File: config.mk
export PLATFORM = sky130hd
export DESIGN_NAME = vga_sync_gen
export DESIGN_NICKNAME = d
export VERILOG_FILES = /design/src/rtl/vga_sync_gen.sv
export SDC_FILE = /design/constraint.sdc
export NUM_CORES = 1
export LEC_CHECK = 0
export CAP_MARGIN = 20
export CORE_AREA = 3 3 82 84
export DETAILED_ROUTE_END_ITERATION = 6
export DIE_AREA = 0 0 85 87
export PLACE_DENSITY = 0.78
export SKIP_LAST_GASP = 1
export SLEW_MARGIN = 20
export SYNTH_ARGS = -nofsm -noshare
export SYNTH_HDL_FRONTEND = slang
export SYNTH_SLANG_ARGS = --single-unit
File: constraint.sdc
create_clock -name clock -period 3.7 [get_ports clock]
set_input_delay 0.74 -clock clock [delete_from_list [all_inputs] [get_ports clock]]
set_output_delay 0.74 -clock clock [all_outputs]
set_load 0.1 [all_outputs]
File: src/rtl/vga_sync_gen.sv
// VGA timing generator: pixel strobe divider, h/v counters and registered decode.
// Optional VGA_PREFETCH_EN adds a one-pixel-early coordinate request for lookups.
module vga_sync_gen #(
    parameter int unsigned CLK_DIV  = 2,
    parameter int unsigned H_SYNC   = 96,
    parameter int unsigned H_BACK   = 48,
    parameter int unsigned H_ACTIVE = 640,
    parameter int unsigned H_FRONT  = 16,
    parameter int unsigned V_SYNC   = 2,
    parameter int unsigned V_BACK   = 33,
    parameter int unsigned V_ACTIVE = 480,
    parameter int unsigned V_FRONT  = 10
) (
    input  logic        clock,
    input  logic        reset_n,
    output logic        pix_en,
    output logic [15:0] h_count,
    output logic [15:0] v_count,
    output logic        Hsynq,
    output logic        Vsynq,
    output logic        active,
    output logic [9:0]  pix_x,
    output logic [9:0]  pix_y,
    output logic        line_start,
`ifdef VGA_PREFETCH_EN
    output logic        frame_start,
    output logic        req_valid,
    output logic [9:0]  req_x,
    output logic [9:0]  req_y
`else
    output logic        frame_start
`endif
);

    localparam int unsigned CW      = 16;
    localparam int unsigned PW      = 10;
    localparam int unsigned DIV_W   = $clog2(CLK_DIV);
    localparam int unsigned H_TOTAL = H_SYNC + H_BACK + H_ACTIVE + H_FRONT;
    localparam int unsigned V_TOTAL = V_SYNC + V_BACK + V_ACTIVE + V_FRONT;
    localparam int unsigned H_START = H_SYNC + H_BACK;
    localparam int unsigned H_END   = H_START + H_ACTIVE;
    localparam int unsigned V_START = V_SYNC + V_BACK;
    localparam int unsigned V_END   = V_START + V_ACTIVE;

    logic [DIV_W-1:0] div_cnt;
    logic [DIV_W-1:0] div_nxt;
    logic             step;
    logic             h_wrap;
    logic             v_wrap;
    logic [CW-1:0]    h_nxt;
    logic [CW-1:0]    v_nxt;
    logic             hs_nxt;
    logic             vs_nxt;
    logic             act_h;
    logic             act_v;
    logic             act_nxt;
    logic [PW-1:0]    px_nxt;
    logic [PW-1:0]    py_nxt;
    logic             ls_nxt;
    logic             fs_nxt;
`ifdef VGA_PREFETCH_EN
    logic [CW-1:0]    h_ahead;
    logic             rv_nxt;
    logic [PW-1:0]    rx_nxt;
    logic [PW-1:0]    ry_nxt;
`endif

    // Next-state counters and decode; outputs are registered from these so they
    // describe the same pixel as the counts in every clock.
    always_comb begin
        div_nxt = (div_cnt == DIV_W'(CLK_DIV - 1)) ? '0 : div_cnt + DIV_W'(1);
        step    = (div_nxt == DIV_W'(CLK_DIV - 1));
        h_wrap  = (h_count == CW'(H_TOTAL - 1));
        v_wrap  = (v_count == CW'(V_TOTAL - 1));
        h_nxt   = h_count;
        v_nxt   = v_count;
        if (step) begin
            if (h_wrap) begin
                h_nxt = '0;
                v_nxt = v_wrap ? '0 : v_count + CW'(1);
            end else begin
                h_nxt = h_count + CW'(1);
            end
        end
        hs_nxt  = (h_nxt < CW'(H_SYNC));
        vs_nxt  = (v_nxt < CW'(V_SYNC));
        act_h   = (h_nxt >= CW'(H_START)) && (h_nxt < CW'(H_END));
        act_v   = (v_nxt >= CW'(V_START)) && (v_nxt < CW'(V_END));
        act_nxt = act_h && act_v;
        px_nxt  = '0;
        py_nxt  = '0;
        if (act_nxt) begin
            px_nxt = PW'(h_nxt - CW'(H_START));
            py_nxt = PW'(v_nxt - CW'(V_START));
        end
        ls_nxt  = step && h_wrap;
        fs_nxt  = step && h_wrap && v_wrap;
`ifdef VGA_PREFETCH_EN
        // The request looks one pixel ahead on the same line.
        h_ahead = h_nxt + CW'(1);
        rv_nxt  = (h_ahead >= CW'(H_START)) && (h_ahead < CW'(H_END)) && act_v;
        rx_nxt  = '0;
        ry_nxt  = '0;
        if (rv_nxt) begin
            rx_nxt = PW'(h_ahead - CW'(H_START));
            ry_nxt = PW'(v_nxt - CW'(V_START));
        end
`endif
    end

    always_ff @(posedge clock or negedge reset_n) begin
        if (!reset_n) begin
            div_cnt     <= '0;
            pix_en      <= 1'b0;
            h_count     <= '0;
            v_count     <= '0;
            Hsynq       <= 1'b1;
            Vsynq       <= 1'b1;
            active      <= 1'b0;
            pix_x       <= '0;
            pix_y       <= '0;
            line_start  <= 1'b0;
            frame_start <= 1'b0;
        end else begin
            div_cnt     <= div_nxt;
            pix_en      <= step;
            h_count     <= h_nxt;
            v_count     <= v_nxt;
            Hsynq       <= hs_nxt;
            Vsynq       <= vs_nxt;
            active      <= act_nxt;
            pix_x       <= px_nxt;
            pix_y       <= py_nxt;
            line_start  <= ls_nxt;
            frame_start <= fs_nxt;
        end
    end

`ifdef VGA_PREFETCH_EN
    always_ff @(posedge clock or negedge reset_n) begin
        if (!reset_n) begin
            req_valid <= 1'b0;
            req_x     <= '0;
            req_y     <= '0;
        end else begin
            req_valid <= rv_nxt;
            req_x     <= rx_nxt;
            req_y     <= ry_nxt;
        end
    end
`endif

endmodule
==> results of run 1 <==
per-stage QoR:
stage	hold slack, ns	utilization [%]
after CTS	0.3858	67.77
final	0.3722	68.13
after global routing	0.4080	68.13
after detailed placement	0.5185	63.64
after global placement	0.5152	63.64
after floorplan	0.4444	-
worst max-delay path, cell delays in order, from the launching register on:
cell,delay (ns)
dfrtp_2,0.43
ha_1,0.19
and3b_1,0.26
nand2_1,0.21
or3_1,0.44
o21ai_0,0.24
ha_1,0.28
nor3_1,0.06
o21ai_0,0.13
o31ai_2,0.18
or2b_1,0.26
nor4_4,0.06
o2111ai_4,0.19
buf_4,0.34
nor3_1,0.08
what timing repair did:
action	4_1_cts	5_1_grt
resized for setup	0	4
setup endpoints to repair	0	21
setup buffers	0	0
cell type report:
| class | count | area share (%) |
|---|---|---|
| clock buffer | 13 | 4.384 |
| tap | 75 | 2.299 |
| timing repair buffer | 66 | 15.63 |
| sequential | 58 | 36.27 |
| multi-input combinational | 218 | 38.26 |
| inverter | 16 | 1.471 |
| clock inverter | 3 | 1.686 |
Yosys cell counts, types with 7 or more instances:
library cell,count
nor2_2,15
inv_1,14
xor2_1,15
dfrtp_1,56
o21ai_0,12
nor4_1,7
nand3_1,14
nand2_1,22
nor3_1,14
xnor2_1,19
nor2_1,17
worst paths after layout:
| kind | from | to | depth (start not counted) |
|---|---|---|---|
| min in group clock | h_count[10] | h_count[10] | 1 |
| max in group asynchronous | reset_n | h_count[5] | 2 |
| setup / recovery | h_count[0] | pix_x[0] | 14 |
| hold reg to reg | h_count[10] | h_count[10] | 1 |
| setup reg to reg | h_count[0] | pix_x[0] | 14 |
| hold / removal | reset_n | pix_y[9] | 1 |
flip-flops by register name (all words and copies together), names as in the netlist:
signal and flops:
h_count 16, pix_y 10, line_start 1, active 1, div_cnt 1, v_count 16, Hsynq 1, pix_x 10
frame_start 1, Vsynq 1
power breakdown:
part           switching, mW  internal, mW
clock network          0.251         0.454
logic                 0.0118       0.00105
registers                  0         0.634
cell families (layout without fill, tap and decap cells):
family | count (synthesis) | count (layout)
AOI/OAI and AO/OA | 38 | 38
xor gates and xnor gates | 35 | 35
adders and majority gates | 6 | 6
buffers and inverters | 27 | 98
DFF | 58 | 58
muxes | 4 | 4
and+or+nand+nor | 135 | 135
routing by layer:
layer | track usage [%] | routed length [µm]
met2 | 36.23 | 3860
met3 | 6.055 | 510
met4 | 8.201 | 212
met1 | 26.67 | 3055
met5 | 0 | 0
cells in the final DEF, fill, tap and decap left out, types with 3 or more instances in the layout:
cell	instances
a21oi_1	6
and3_1	6
buf_4	7
clkbuf_8	13
clkdlybuf4s50_1	58
dfrtp_1	35
dfrtp_2	21
ha_1	6
inv_1	14
mux2i_1	3
nand2_1	22
nand3_1	14
nand4_1	6
nor2_1	17
nor2_2	15
nor3_1	14
nor3_2	3
nor4_1	7
o21ai_0	12
o31ai_1	4
xnor2_1	19
xor2_1	15
==> impl_results.md, run 1 <==
* Status: finished clean
* Clock buffer depth at 2
* Residual DRC count at 0
* Setup slack after layout at 0.2201 ns
* GRT Overall Usage at 21.65%
* Initial Utilization at 52.07%
* Clk_skew at 0.005369 ns
* PnR Total Power at 1.352 mW
* Initial DRC Count at 202
* Setup crit end kind: flop
* Post-synth EDFFs at 0
* 1st-pass router iterations at 6
* CP arrival at 3.69 ns
* Worst slew pin tran at 1.004 ns
* Io pins at 60
* Via/cell ratio at 5.811
* Final period util at 94.05%
* Fillers at 480
* TritonCTS Buffers at 9
* Fin Setup TNS at 0 ns
* Slew headroom at 32.86%
* #FFs+latches synth at 58
* Top FF cell, synth: dfrtp_1
* Placed insts at 433
* CTS Sinks at 58
* Multiplexer share of the synthesized area at 1.324%
* Final design area excluding fillers at 0.004081 mm²
* CTS tree: done
* Cts hold-fix bufs at 0
* Critical Path Fanout Max at 21
* Final setup fails at 0
* Post-synthesis xor/xnor area fraction at 10.43%
* Die width at 85 µm
* Drt total wl at 7.638 mm
* Post-Layout Cell Count at 449
* Clock Tree Root: clkbuf_8
* Seq. cell area at 0.001480 mm²
* Vias in the first global route at 2503
* Cell taking the most area after synthesis: dfrtp_1
* CTS H-Tree Depth at 3
* Fin. Hold Viols at 0
* Clock Latency Late Sink at 0.33 ns
* Synth async-reset ratio at 100.0%
* Sequential area share after synthesis at 46.61%
* P per Cell Area at 331.3 mW/mm²
* Final net count at 377
* Tmin final at 3.480 ns
* Placed cell areas at 0.003812 mm²
* Maximum VDD drop at 296.1 µV
* Largest cells by area after synthesis: dfrtp_1 (45%), xnor2_1 (5.3%), xor2_1 (4.2%), nor2_2 (3.0%), nand2_1 (2.6%)
* Adder-cell share of the synthesized area at 2.407%
* Req. time, crit path at 3.91 ns
* Syn_nets at 311
* ANT cells at 0
* Synthesized cell area at 0.003119 mm²
* Layout cells sized above 1 at 23.26%
* Ys Warns at 0
* RSZ-0062 raised after global routing: no
* Die area at 0.007395 mm²
* Max Cap Viol at 0
* Crit path kind: flop to flop
* Fmax at 287.4 MHz
* Core area at 0.005991 mm²
* Worst min path class: primary input to async pin
* Crit start category: flop
* Largest net degree at the start of global routing at 36
* Post-Synth Simple-Gate Area at 25.67%
* Initial antenna violation count at 0
* HPWL after DPL at 5.480 mm
* Multi-input gate area at 0.001562 mm²
* Synth cell types at 61
* Post-synth top area share at 44.93%
* Largest family of logic cells by synthesized area: simple AND/OR/NAND/NOR gates
* Complex-gate fraction of the synthesized area at 9.547%
* Port Buf Inserts at 59
* Slew Limit Fails at 0
* Leakage power at 1.744 nW
* Syn Area/Cell at 10.29 µm²
* Vias at 2609
* Wirelength per Cell at 17.01 µm
* Grt ovf at 0
* Die Y-Extent at 87 µm
* First-pass GRT wire length at 12.39 mm
* Row cnt at 28
* Clock-pin slew on the worst setup and hold paths at 0.07 ns
* ANT nets after route at 0
* Synth-to-Final Area Change at 30.85%
* DP Worst Slack at 0.1929 ns
* Post-Syn Instances at 303
* R2r setup slk at 0.22 ns
* RePlAce Congestion at 0.9730
Power figures use the tool's default switching activity.
==> inputs of run 2 (changes only) <==
--- a/config.mk
+++ b/config.mk
@@ -6,10 +6,10 @@
 export NUM_CORES = 1
 export LEC_CHECK = 0
 export CAP_MARGIN = 20
-export CORE_AREA = 3 3 82 84
+export CORE_AREA = 3 3 79 81
 export DETAILED_ROUTE_END_ITERATION = 6
-export DIE_AREA = 0 0 85 87
-export PLACE_DENSITY = 0.78
+export DIE_AREA = 0 0 82 84
+export PLACE_DENSITY = 0.84
 export SKIP_LAST_GASP = 1
 export SLEW_MARGIN = 20
 export SYNTH_ARGS = -nofsm -noshare
==> constraint.sdc (replaced) <==
create_clock -name clock -period 4.35 [get_ports clock]
set_input_delay 0.87 -clock clock [delete_from_list [all_inputs] [get_ports clock]]
set_output_delay 0.87 -clock clock [all_outputs]
set_load 0.1 [all_outputs]
==> impl_results.md, run 2 (same netlist as run 1, synthesis figures left out) <==
* Fin Setup TNS at 0 ns (unchanged)
* CTS Sinks at 58 (unchanged)
* Fmax at 253.1 MHz (-12%)
* Clk_skew at 0.006389 ns (+0.001020 ns)
* Slowest CP cell: o2111ai_4
* Clock buffer depth at 2 (unchanged)
* CTS tree: done
* Port Buf Inserts at 59 (unchanged)
* Initial antenna violation count at 0 (unchanged)
* Largest net degree at the start of global routing at 38 (+5.6%)
* P per Cell Area at 280.4 mW/mm² (-15%)
* Status: finished clean
* CP max stage delay at 0.71 ns (+0.27 ns)
* Slew headroom at 34.03% (+1.2 points)
* Crit start category: flop
* Clock Tree Root: clkbuf_8
* Crit path buffers/inverters at 0 (-1)
* Core area at 0.005540 mm² (-7.5%)
* PostCTS Resize Cnt at 0 (unchanged)
* Die area at 0.006888 mm² (-6.9%)
* First-pass GRT wire length at 12.50 mm (+0.89%)
* Clock-pin slew on the worst setup and hold paths at 0.07 ns (about the same)
* Setup crit end kind: flop
* CP cell instances: ha_1 -> and3b_1 -> nand2_1 -> or3_1 -> o21ai_0 -> ha_1 -> nor3_1 -> o21ai_0 -> o31ai_2 -> or2b_1 -> nor4_2 -> o2111ai_4 -> nor3_1
* Maximum VDD drop at 215.7 µV (-27%)
* Grt ovf at 0 (unchanged)
* ANT cells at 0 (unchanged)
* Drt total wl at 7.476 mm (-2.1%)
* RePlAce Congestion at 0.8956 (-8.0%)
* Req. time, crit path at 4.54 ns (+0.63 ns)
* Final period util at 90.82% (-3.2 points)
* GRT Overall Usage at 23.54% (+1.9 points)
* Initial DRC Count at 160 (-21%)
* Post-CTS Setup Repair Bufs at 0 (unchanged)
* Final setup fails at 0 (unchanged)
* Fin. Hold Viols at 0 (unchanged)
* Vias at 2567 (-1.6%)
* Wirelength per Cell at 16.84 µm (-1.0%)
* Vias in the first global route at 2538 (+1.4%)
* Leakage power at 1.742 nW (about the same)
* Worst min path class: primary input to async pin
* Crit-path leading delay family: simple AND/OR/NAND/NOR gates
* Slew Limit Fails at 0 (unchanged)
* Final net count at 375 (-0.53%)
* Tmin final at 3.951 ns (+0.4708 ns)
* Io pins at 60 (unchanged)
* RSZ-0062 raised after global routing: no
* Row cnt at 27 (-3.6%)
* CP arrival at 4.14 ns (+0.45 ns)
* PnR Total Power at 1.119 mW (-17%)
* Via/cell ratio at 5.782 (-0.50%)
* Biggest regs: h_count: 16 flops, v_count: 16 flops
* Residual DRC count at 0 (unchanged)
* Most common cell after layout, fill and taps aside: clkdlybuf4s50_1
* HPWL after DPL at 5.335 mm (-2.6%)
* Critical Path Fanout Max at 21 (unchanged)
* Synth-to-Final Area Change at 28.00%
* 1st-pass router iterations at 5 (-1)
* ANT nets after route at 0 (unchanged)
* Cts hold-fix bufs at 0 (unchanged)
* Initial Utilization at 56.30% (+4.2 points)
* Die width at 82 µm (-3.5%)
* Most frequent cells in the layout: clkdlybuf4s50_1 (58), dfrtp_1 (56), nand2_1 (22)
* Worst slew pin tran at 0.9864 ns (-0.01748 ns)
* Clock Latency Late Sink at 0.34 ns (about the same)
* Max Cap Viol at 0 (unchanged)
* TritonCTS Buffers at 9 (unchanged)
* CTS H-Tree Depth at 3 (unchanged)
* Die Y-Extent at 84 µm (-3.4%)
* Crit path kind: flop to flop
* Layout cells sized above 1 at 16.40% (-6.9 points)
## run 2: layer usage
layer | global-route usage (%) | share of wire (%) | vias to the layer above
met1 | 29.33 | 41 | 1239
li1 | - | - | 1190
met3 | 4.320 | 5.8 | 24
met4 | 10.73 | 3.0 | 0
met5 | 0 | 0 | -
met2 | 38.80 | 50 | 114
## run 2: cell type report
type                       instances  area (µm²)
sequential                        58        1454
fill                             417        1548
clock buffer                       9       123.9
tap                               72       90.09
inverter                          16       60.06
multi-input combinational        218        1540
timing repair buffer              64       623.1
clock inverter                     7       101.3
## run 2: path summary, 6_finish.rpt
kind	from	endpoint	slack [ns]	depth (start not counted)
max in group asynchronous	reset_n	Hsynq	3.00	2
min in group clock	v_count[15]	v_count[15]	0.54	1
worst max-delay path	h_count[0]	pix_x[0]	0.40	13
worst max register to register	h_count[0]	pix_x[0]	0.40	13
worst min register to register	v_count[15]	v_count[15]	0.54	1
worst min-delay path	reset_n	pix_y[7]	0.47	1
## run 2: per-stage QoR
| step | setup WS [ns] | instances | hold WS [ns] | utilization (%) | cell area [µm²] |
|---|---|---|---|---|---|
| 6_report | 0.3993 | 444 | 0.4732 | 72.06 | 3993 |
| 5_1_grt | 0.1106 | 444 | 0.5024 | 72.06 | 3993 |
| 4_1_cts | 0.3881 | 444 | 0.4804 | 72.06 | 3993 |
| 3_5_place_dp | 0.4121 | 428 | 0.5170 | 68.00 | 3767 |
| 3_3_place_gp | 0.5569 | 428 | 0.5306 | 68.00 | 3767 |
| 2_1_floorplan | 0.2848 | 303 | 0.5744 | - | 3119 |
## run 2: report_power, final
group / switching, mW / internal (mW) / leakage [nW]
Clock: 0.243 / 0.326 / 0.106
Sequential: 0 / 0.539 / 0.783
Combinational: 0.0103 / 0.000892 / 0.853
Total: 0.253 / 0.866 / 1.74
==> inputs of run 3 (changes only) <==
--- a/config.mk
+++ b/config.mk
@@ -6,9 +6,10 @@
 export NUM_CORES = 1
 export LEC_CHECK = 0
 export CAP_MARGIN = 20
-export CORE_AREA = 3 3 79 81
+export CORE_AREA = 3 3 83 77
+export CTS_CLUSTER_DIAMETER = 30
 export DETAILED_ROUTE_END_ITERATION = 6
-export DIE_AREA = 0 0 82 84
+export DIE_AREA = 0 0 86 80
 export PLACE_DENSITY = 0.84
 export SKIP_LAST_GASP = 1
 export SLEW_MARGIN = 20
==> impl_results.md, run 3 (same netlist as run 1, synthesis figures left out) <==
* Status: finished clean
* Io pins at 60 (unchanged)
* Largest net degree at the start of global routing at 33 (-13%)
* Clk pwr share at 43.2% (-7.7 points)
* RePlAce Congestion at 0.9365 (+4.6%)
* Reg power frac at 55.6% (+7.4 points)
* Die Y-Extent at 80 µm (-4.8%)
* Synth-to-Final Area Change at 25.91%
* Row cnt at 26 (-3.7%)
* Most common cell after layout, fill and taps aside: clkdlybuf4s50_1
* Crit path buffers/inverters at 0 (unchanged)
* Post-CTS Setup Repair Bufs at 0 (unchanged)
* Clk_skew at 0.006447 ns (+0.00005810 ns)
* Final period util at 90.52% (-0.30 points)
* GRT Overall Usage at 23.10% (-0.44 points)
* Max Cap Viol at 0 (unchanged)
* TritonCTS Buffers at 9 (unchanged)
* First-pass GRT wire length at 12.32 mm (-1.5%)
* Initial DRC Count at 170 (+6.3%)
* Vias at 2521 (-1.8%)
* Comb pwr share at 1.1% (about the same)
* ANT cells at 0 (unchanged)
* PostCTS Resize Cnt at 0 (unchanged)
* PnR Total Power at 0.9696 mW (-13%)
* P per Cell Area at 246.9 mW/mm² (-12%)
* Worst slew pin tran at 0.9877 ns (+0.001317 ns)
* Die area at 0.006880 mm² (-0.12%)
* Crit path kind: flop to flop
* CP max stage delay at 0.70 ns (about the same)
* Net Sw Power at 0.2249 mW (-11%)
* CTS H-Tree Depth at 3 (unchanged)
* Clock-pin slew on the worst setup and hold paths at 0.07 ns (about the same)
* Clock buffer depth at 2 (unchanged)
* CP cell instances: ha_1 -> and3b_1 -> nand2_1 -> or3_1 -> o21ai_0 -> ha_1 -> nor3_1 -> o21ai_0 -> o31ai_2 -> or2b_1 -> nor4_2 -> o2111ai_4 -> nor2_2
* Clock Latency Late Sink at 0.34 ns (about the same)
* Crit start category: flop
* Core area at 0.005628 mm² (+1.6%)
* Fillers at 439 (+5.3%)
* Port Buf Inserts at 59 (unchanged)
* Setup crit end kind: flop
* Fmax at 254.0 MHz (+0.33%)
* Fin Setup TNS at 0 ns (unchanged)
* 1st-pass router iterations at 4 (-1)
* ANT nets after route at 0 (unchanged)
* Slew headroom at 33.95% (-0.088 points)
* Worst Reg-to-Reg Cells at 13 (unchanged)
* CTS tree: done
* Final setup fails at 0 (unchanged)
* Req. time, crit path at 4.55 ns (about the same)
* Crit Reg-Reg Startpoint: h_count[0]
* RSZ-0062 raised after global routing: no
* WHS at 0.5263 ns (+0.05314 ns)
* Layout cells sized above 1 at 15.86% (-0.54 points)
* Via/cell ratio at 5.704 (-1.3%)
* Clock Tree Root: clkbuf_8
* Die width at 86 µm (+4.9%)
* Tmin final at 3.938 ns (-0.01312 ns)
* R2r setup slk at 0.41 ns (about the same)
* Pint at 0.7447 mW (-14%)
* Slew Limit Fails at 0 (unchanged)
* Slowest CP cell: o2111ai_4
* Biggest regs: h_count: 16 flops, v_count: 16 flops
* Final net count at 375 (unchanged)
* Worst r2r dst: pix_y[7]
* Initial antenna violation count at 0 (unchanged)
* Maximum VDD drop at 191.0 µV (-11%)
* CP arrival at 4.13 ns (about the same)
* Critical Path Fanout Max at 21 (unchanged)
* Switch share at 23.20% (+0.56 points)
* Drt total wl at 7.252 mm (-3.0%)
* Cts hold-fix bufs at 0 (unchanged)
* Worst setup path start: h_count[0]
* Grt ovf at 0 (unchanged)
* Final Util at 69.79% (-2.3 points)
* Crit-path leading delay family: simple AND/OR/NAND/NOR gates
* CTS Sinks at 58 (unchanged)
* Residual DRC count at 0 (unchanged)
* HPWL after DPL at 5.270 mm (-1.2%)
* Most frequent cells in the layout: clkdlybuf4s50_1 (58), dfrtp_1 (56), nand2_1 (22)
* Wirelength per Cell at 16.41 µm (-2.6%)
* Vias in the first global route at 2517 (-0.83%)
* Worst min path class: primary input to async pin
* Fin. Hold Viols at 0 (unchanged)
* Initial Utilization at 55.42% (-0.88 points)
* Final design area excluding fillers at 0.003928 mm² (-1.6%)
* Leakage power at 1.719 nW (-1.3%)
* Placed cell areas at 0.003765 mm² (about the same)
==> run 3: changes by cell type in the layout (fill, tap and decap cells not counted) <==
cell,previous run,this run
clkinv_2,0,3
bufinv_16,2,0
clkbuf_1,0,2
clkinv_4,2,1
clkinvlp_4,2,1
inv_6,1,0
==> run 3: final cells by class <==
type | instances | area (µm²) | area share [%]
multi-input cells | 218 | 1540 | 39.22
flip-flops and latches | 58 | 1454 | 37.02
repair buffers | 64 | 623.1 | 15.86
clock buffers | 11 | 131.4 | 3.345
well taps | 70 | 87.58 | 2.230
inverters | 16 | 60.06 | 1.529
clock inverters | 5 | 31.28 | 0.7964
==> run 3: worst max path at each step <==
stage | end | slack (ns) | depth (start not counted)
2_1_floorplan | pix_x[1] | 0.28 | 14
3_3_place_gp | pix_x[0] | 0.57 | 13
3_5_place_dp | pix_x[0] | 0.43 | 13
4_1_cts | pix_y[7] | 0.41 | 13
5_1_grt | pix_y[7] | 0.04 | 13
6_report | pix_y[7] | 0.41 | 13
==> run 3: layer usage <==
layer,wire [µm],vias up,track usage (%)
met5,0,-,0
met4,121,0,7.595
met3,490,15,6.502
met2,3646,105,38.29
met1,2994,1217,29.03
li1,-,1184,-
==> run 3: power groups by stage <==
stage	Combinational, mW	Clock (mW)	Sequential (mW)
global placement	0.0116	0	0.549
global route	0.0133	0.452	0.539
CTS	0.0118	0.427	0.539
floorplan	0.000000666	0	0.550
finish	0.0110	0.419	0.539
detailed placement	0.0119	0	0.549
==> run 3: worst register-to-register path: stages, from the launching register on <==
cell	delay, ns
dfrtp_1	0.47
ha_1	0.22
and3b_1	0.26
nand2_1	0.21
or3_1	0.54
o21ai_0	0.44
ha_1	0.30
nor3_1	0.06
o21ai_0	0.10
o31ai_2	0.16
or2b_1	0.19
nor4_2	0.05
o2111ai_4	0.70
nor2_2	0.09
==> run 3: per-stage QoR <==
step	instances	setup WS, ns
6_report	442	0.4124
5_1_grt	442	0.04340
4_1_cts	442	0.4054
3_5_place_dp	426	0.4332
3_3_place_gp	426	0.5675
2_1_floorplan	303	0.2848
